**src/rtl/imem_loader_pkg.sv**
```systemverilog
// imem_loader_pkg: shared FSM state, error codes and frame constants
// for the instruction-memory byte-stream loader.
package imem_loader_pkg;

   typedef enum logic [2:0] {
      IDLE,
      HDR_LO,
      HDR_HI,
      PAYLOAD,
      CKSUM,
      DONE,
      ERROR
   } state_t;

   localparam logic [1:0] ERR_NONE    = 2'd0;
   localparam logic [1:0] ERR_LEN     = 2'd1;
   localparam logic [1:0] ERR_CSUM    = 2'd2;
   localparam logic [1:0] ERR_TIMEOUT = 2'd3;

   localparam int HDR_BYTES = 2;

endpackage

```
**src/rtl/imem_loader_watchdog.sv**
```systemverilog
// imem_loader_watchdog: inter-byte stall counter with clear, enable
// and single-cycle expire when LIMIT idle cycles have elapsed.
module imem_loader_watchdog #(
   parameter int LIMIT = 65535
) (
   input  logic clock,
   input  logic reset,
   input  logic i_clr,
   input  logic i_en,
   output logic o_expire
);

   localparam int CW = $clog2(LIMIT + 1);

   logic [CW-1:0] r_cnt;

   always_ff @(posedge clock) begin
      if (reset) begin
         r_cnt <= '0;
      end else if (i_clr) begin
         r_cnt <= '0;
      end else if (i_en) begin
         r_cnt <= r_cnt + 1'b1;
      end
   end

   assign o_expire = i_en & ~i_clr & (r_cnt == CW'(LIMIT - 1));

endmodule

```
**src/rtl/imem_loader.sv**
```systemverilog
// imem_loader: frame loader (LEN_LO, LEN_HI, 4N payload, XOR CSUM) into
// byte-wide imem. Define IMEM_LOADER_TIMEOUT_EN for the inter-byte watchdog.
import imem_loader_pkg::*;

module imem_loader #(
   parameter int ADDR_W         = 10,
   parameter int BASE_ADDR      = 0,
   parameter int TIMEOUT_CYCLES = 65535
) (
   input  logic              clock,
   input  logic              reset,
   input  logic              start,
   input  logic [7:0]        rx_data,
   input  logic              rx_valid,
   output logic              rx_ready,
   output logic              mem_we,
   output logic [ADDR_W-1:0] mem_addr,
   output logic [7:0]        mem_wdata,
   output logic              cpu_hold,
   output logic              done,
   output logic              err,
   output logic [1:0]        err_code,
   output logic [ADDR_W-2:0] words_loaded
);

   localparam int MAX_WORDS = ((2 ** ADDR_W) - BASE_ADDR) / 4;
   localparam logic [16:0] MAX_W = 17'(MAX_WORDS);
   localparam logic [ADDR_W-1:0] BASE = ADDR_W'(BASE_ADDR);

   state_t r_state;
   state_t w_next;

   logic              r_rx_ready;
   logic              r_we;
   logic [ADDR_W-1:0] r_addr;
   logic [7:0]        r_wdata;
   logic              r_hold;
   logic              r_done;
   logic              r_err;
   logic [1:0]        r_err_code;
   logic [ADDR_W-2:0] r_words;
   logic [7:0]        r_len_lo;
   logic [7:0]        r_xor;
   logic [ADDR_W-1:0] r_idx;
   logic [ADDR_W-1:0] r_last;

   logic              w_acc;
   logic              w_active;
   logic              w_restart;
   logic              w_expire;
   logic [15:0]       w_len;
   logic [ADDR_W-1:0] w_last;
   logic [1:0]        w_code;

   assign w_acc     = rx_valid & r_rx_ready;
   assign w_active  = r_state inside {HDR_LO, HDR_HI, PAYLOAD, CKSUM};
   assign w_restart = start & (r_state inside {IDLE, DONE, ERROR});
   assign w_len     = {rx_data, r_len_lo};
   assign w_last    = ADDR_W'({w_len, 2'b00} - 18'd1);

`ifdef IMEM_LOADER_TIMEOUT_EN
   imem_loader_watchdog #(
      .LIMIT (TIMEOUT_CYCLES)
   ) u_wdog (
      .clock    (clock),
      .reset    (reset),
      .i_clr    (w_acc | ~w_active),
      .i_en     (w_active),
      .o_expire (w_expire)
   );
`else
   // Never expires; the parameter only matters with the watchdog built in.
   assign w_expire = 1'b0 & (TIMEOUT_CYCLES != 0);
`endif

   always_ff @(posedge clock) begin
      if (reset) r_state <= IDLE;
      else       r_state <= w_next;
   end

   always_comb begin
      w_next = r_state;
      w_code = ERR_NONE;
      unique case (r_state)
         IDLE, DONE, ERROR: begin
            if (start) w_next = HDR_LO;
         end
         HDR_LO: begin
            if (w_acc) w_next = HDR_HI;
         end
         HDR_HI: begin
            if (w_acc) begin
               if ({1'b0, w_len} > MAX_W) begin
                  w_next = ERROR;
                  w_code = ERR_LEN;
               end else if (w_len == 16'd0) begin
                  w_next = CKSUM;
               end else begin
                  w_next = PAYLOAD;
               end
            end
         end
         PAYLOAD: begin
            if (w_acc && r_idx == r_last) w_next = CKSUM;
         end
         CKSUM: begin
            if (w_acc) begin
               if (rx_data == r_xor) begin
                  w_next = DONE;
               end else begin
                  w_next = ERROR;
                  w_code = ERR_CSUM;
               end
            end
         end
         default: w_next = IDLE;
      endcase
      if (w_expire) begin
         w_next = ERROR;
         w_code = ERR_TIMEOUT;
      end
   end

   // Status outputs follow the next state so they are registered.
   always_ff @(posedge clock) begin
      if (reset) begin
         r_rx_ready <= 1'b0;
         r_we       <= 1'b0;
         r_addr     <= '0;
         r_wdata    <= '0;
         r_hold     <= 1'b1;
         r_done     <= 1'b0;
         r_err      <= 1'b0;
         r_err_code <= ERR_NONE;
         r_words    <= '0;
         r_len_lo   <= '0;
         r_xor      <= '0;
         r_idx      <= '0;
         r_last     <= '0;
      end else begin
         r_rx_ready <= w_next inside {HDR_LO, HDR_HI, PAYLOAD, CKSUM};
         r_done     <= (w_next == DONE);
         r_err      <= (w_next == ERROR);
         r_hold     <= (w_next != DONE);
         r_we       <= 1'b0;
         if (w_restart) begin
            r_xor      <= '0;
            r_idx      <= '0;
            r_words    <= '0;
            r_err_code <= ERR_NONE;
         end
         if (w_next == ERROR && r_state != ERROR) r_err_code <= w_code;
         if (w_acc) begin
            if (r_state != CKSUM) r_xor <= r_xor ^ rx_data;
            if (r_state == HDR_LO) r_len_lo <= rx_data;
            if (r_state == HDR_HI) r_last <= w_last;
            if (r_state == PAYLOAD) begin
               r_we    <= 1'b1;
               r_addr  <= BASE + r_idx;
               r_wdata <= rx_data;
               r_idx   <= r_idx + 1'b1;
               if (r_idx[1:0] == 2'b11) r_words <= r_words + 1'b1;
            end
         end
      end
   end

   assign rx_ready     = r_rx_ready;
   assign mem_we       = r_we;
   assign mem_addr     = r_addr;
   assign mem_wdata    = r_wdata;
   assign cpu_hold     = r_hold;
   assign done         = r_done;
   assign err          = r_err;
   assign err_code     = r_err_code;
   assign words_loaded = r_words;

endmodule
```
**config.mk**
```make
export PLATFORM = sky130hd
export DESIGN_NAME = imem_loader
export DESIGN_NICKNAME = d
export VERILOG_FILES = /design/src/rtl/imem_loader_pkg.sv /design/src/rtl/imem_loader_watchdog.sv /design/src/rtl/imem_loader.sv
export SDC_FILE = /design/constraint.sdc
export NUM_CORES = 1
export LEC_CHECK = 0
export ABC_AREA = 1
export BUFFER_PORTS_ARGS = -buffer_cell sky130_fd_sc_hd__buf_4
export CAP_MARGIN = 25
export CORE_ASPECT_RATIO = 1.75
export CORE_MARGIN = 2
export CORE_UTILIZATION = 47
export CTS_CLUSTER_SIZE = 28
export DETAILED_ROUTE_END_ITERATION = 10
export PLACE_DENSITY = 0.67
export SKIP_CTS_REPAIR_TIMING = 1
export SYNTH_ARGS = -nofsm -noshare
export SYNTH_HDL_FRONTEND = slang
export SYNTH_SLANG_ARGS = --single-unit
```
**constraint.sdc**
```tcl
create_clock -name clock -period 2 [get_ports clock]
set_clock_uncertainty 0.15 [all_clocks]
set_input_delay 0.2 -clock clock [delete_from_list [all_inputs] [get_ports clock]]
set_output_delay 0.2 -clock clock [all_outputs]
set_load 0.03 [all_outputs]
```
==> run metrics <==
clk buf depth=2; drt first pass iters=5; root buf cell=clkbuf_16; RSZ-0062 raised after global routing=true; area fraction in compound gates after synthesis=between 10% and 20%; adder-cell area share of the yosys netlist=1.520%; max-capacitance violation count=0; hpwl dp=6.079 mm; final total power=about 0.0034 W; clock sinks=72; largest net degree at the start of global routing=39; Hold WC Path Type=in2reg; vias=3179; Avg Cell Area, Syn=7.125 um^2; Rows=40; Routability Congestion=0.8635; FMAX=approximately 530 MHz; Num CTS Buffers=9; Tmin final=1.877 ns; Die H=approximately 110 um; ANT nets after route=0; post-synthesis xor/xnor area fraction=~2.4%; power density over the cells=between 800 and 900 nW/um^2; ANT cells=0; Yosys warnings=0; initial antenna violation count=0; Netlist cell types=32; nets=529; post-synthesis cell count=462; CTS tree=done; Area growth, synth to finish=25.69%; die area=7716 um^2; post-synthesis simple-gate area fraction=25.92%; setup tns final=0 ns; core area=6807 um^2; pre-CTS WS=0.1198 ns; vias in the first global route=3009; Mapped Area=roughly 3300 um^2; DRC viols=0; num ports=46; clk_lat worst skew=0.34 ns; largest family of logic cells by synthesized area=simple AND/OR/NAND/NOR gates; maximum fanout along the worst path=5; global-route wire length before repair=approximately 14 mm; grt ovf=0; setup violators final=0; Crit path required time=2.13 ns; crit share post-route=93.87%; relative slew slack=60.22%; Crit path arrival time=2.00 ns; Crit. End Element=flip-flop; status=finished, final reports clean; Starting Density=between 40% and 50%; gr usage total=between 20% and 30%; mux cell area share after synthesis=0%; Port Buffers=45; worst-margin pin slew=0.5961 ns; H-Tree Depth=3; Total Wirelength=8.536 mm; via density per instance=5.281; Peak VDD IR=0.0005505 V; Worst setup SP type=flip-flop; final setup margin=between 0.1 and 0.15 ns; layout cells sized above 1=17.37%; Pins Over Slew Limit=0; die extent in x=67.27 um; Net Count, Synth=478; WL per Instance=~14 um; Static Leak=1.763 nW; Yosys reg bits=72; Seq/Total Area, Yosys=43.79%; CP Class=reg2reg; initial drt markers=204; Reg clk slew, reported paths=0.06 ns; final hold violations=0; FF-to-FF setup slack=0.12 ns
## cells in the final DEF, fill, tap and decap left out, types with 4 or more instances in the layout
master     instances
nor2_1            43
dfxtp_1           69
nor2_2             5
a21oi_1           40
o21ai_0           40
nand3_1           40
nor3_1             9
clkbuf_16          9
nand4_1            4
inv_1             60
xnor2_1            7
ha_1               4
buf_4             52
nand2_1           89
a211oi_1          12
## power breakdown
group          internal [W]  switching (W)
logic             0.0000732       0.000135
registers           0.00145      0.0000130
clock network       0.00112       0.000605
total               0.00264       0.000753
## sequential cells by signal (all words and copies together), names as in the netlist
| name | count |
|---|---|
| cpu_hold | 1 |
| done | 1 |
| err | 1 |
| err_code | 2 |
| mem_addr | 10 |
| mem_wdata | 8 |
| mem_we | 1 |
| r_idx | 10 |
| r_last | 9 |
| r_len_lo | 8 |
| r_state | 3 |
| r_xor | 8 |
| rx_ready | 1 |
| words_loaded | 9 |
## stage by stage
step	instances	hold WS, ns	instance area (um^2)	util [%]
global placement	585	0.2908	3775	55.46
floorplan	462	0.1355	3292	-
detailed placement	585	0.2972	3775	55.46
finish	602	0.003985	4138	60.79
CTS	601	-0.0009683	4096	60.18
global route	602	0.01692	4138	60.79
## critical path, stage by stage (launching register included)
cell and delay (ns):
dfxtp_4 0.37, inv_1 0.06, nand2_1 0.08, nor2_1 0.06
nor2_1 0.19, o21ai_1 0.11, nand2_2 0.11, inv_2 0.07
nor2_1 0.10, nand3_1 0.12, nor2_4 0.14, nand2_1 0.08
nand2_1 0.06, nand2_1 0.05, nor2_1 0.07
## synth_stat cells
master / n / area [um^2]
inv_1: 60 / 225.2
a2111oi_2: 1 / 15.01
o21ai_1: 1 / 5.000
nand3_2: 1 / 10.01
o221ai_1: 1 / 8.760
nor3_1: 9 / 45.04
buf_1: 1 / 3.750
or2_2: 1 / 6.260
o41ai_1: 1 / 8.760
a2111oi_0: 2 / 17.52
inv_2: 2 / 7.510
nor2_1: 47 / 176.4
buf_2: 4 / 20.02
nand3_1: 40 / 200.2
a311oi_1: 1 / 8.760
nand4_1: 4 / 25.02
nor2_2: 3 / 18.77
nor3b_1: 1 / 7.510
xnor2_1: 7 / 61.31
ha_1: 4 / 50.05
nand2_2: 3 / 18.77
nor2_4: 1 / 11.26
a21oi_1: 40 / 200.2
buf_4: 1 / 7.510
a211oi_1: 12 / 90.09
dfxtp_1: 72 / 1441
xor2_1: 2 / 17.52
o211ai_1: 1 / 7.510
o21ai_0: 40 / 200.2
nand2_1: 89 / 334.1
clkbuf_1: 9 / 33.78
a221oi_1: 1 / 8.760
## final cells by class
cell class                      count  area, um^2
Multi-Input combinational cell    313        1580
Timing Repair Buffer               55       450.4
Sequential cell                    72        1448
Tap cell                           84       105.1
Clock inverter                      6       82.58
Clock buffer                       10       239.0
Inverter                           62       232.7
Fill cell                         677        2669
## path summary, 6_finish.rpt
check / startpoint / endpoint / cells after the start
worst max-delay path: r_state[1] / rx_ready / 14
worst min-delay path: rx_data[2] / r_len_lo[2] / 3
worst max register to register: r_state[1] / rx_ready / 14
worst min register to register: r_len_lo[0] / r_last[2] / 1
## cells by family (layout without fill, tap and decap cells)
family	Yosys count	count (layout)
AO/OA/AOI/OAI	101	101
XOR/XNOR	9	9
adder cells (fa/ha/maj)	4	4
buffers and inverters	77	133
flip-flops	72	72
AND/OR/NAND/NOR	199	199
## metal layers
metal,routed length (um),vias up,global-route usage (%)
met5,0,-,0
met4,272,0,12.38
met1,3203,1449,26.04
met3,443,21,4.720
li1,-,1618,-
met2,4617,91,43.37
Power figures use the tool's default switching activity.
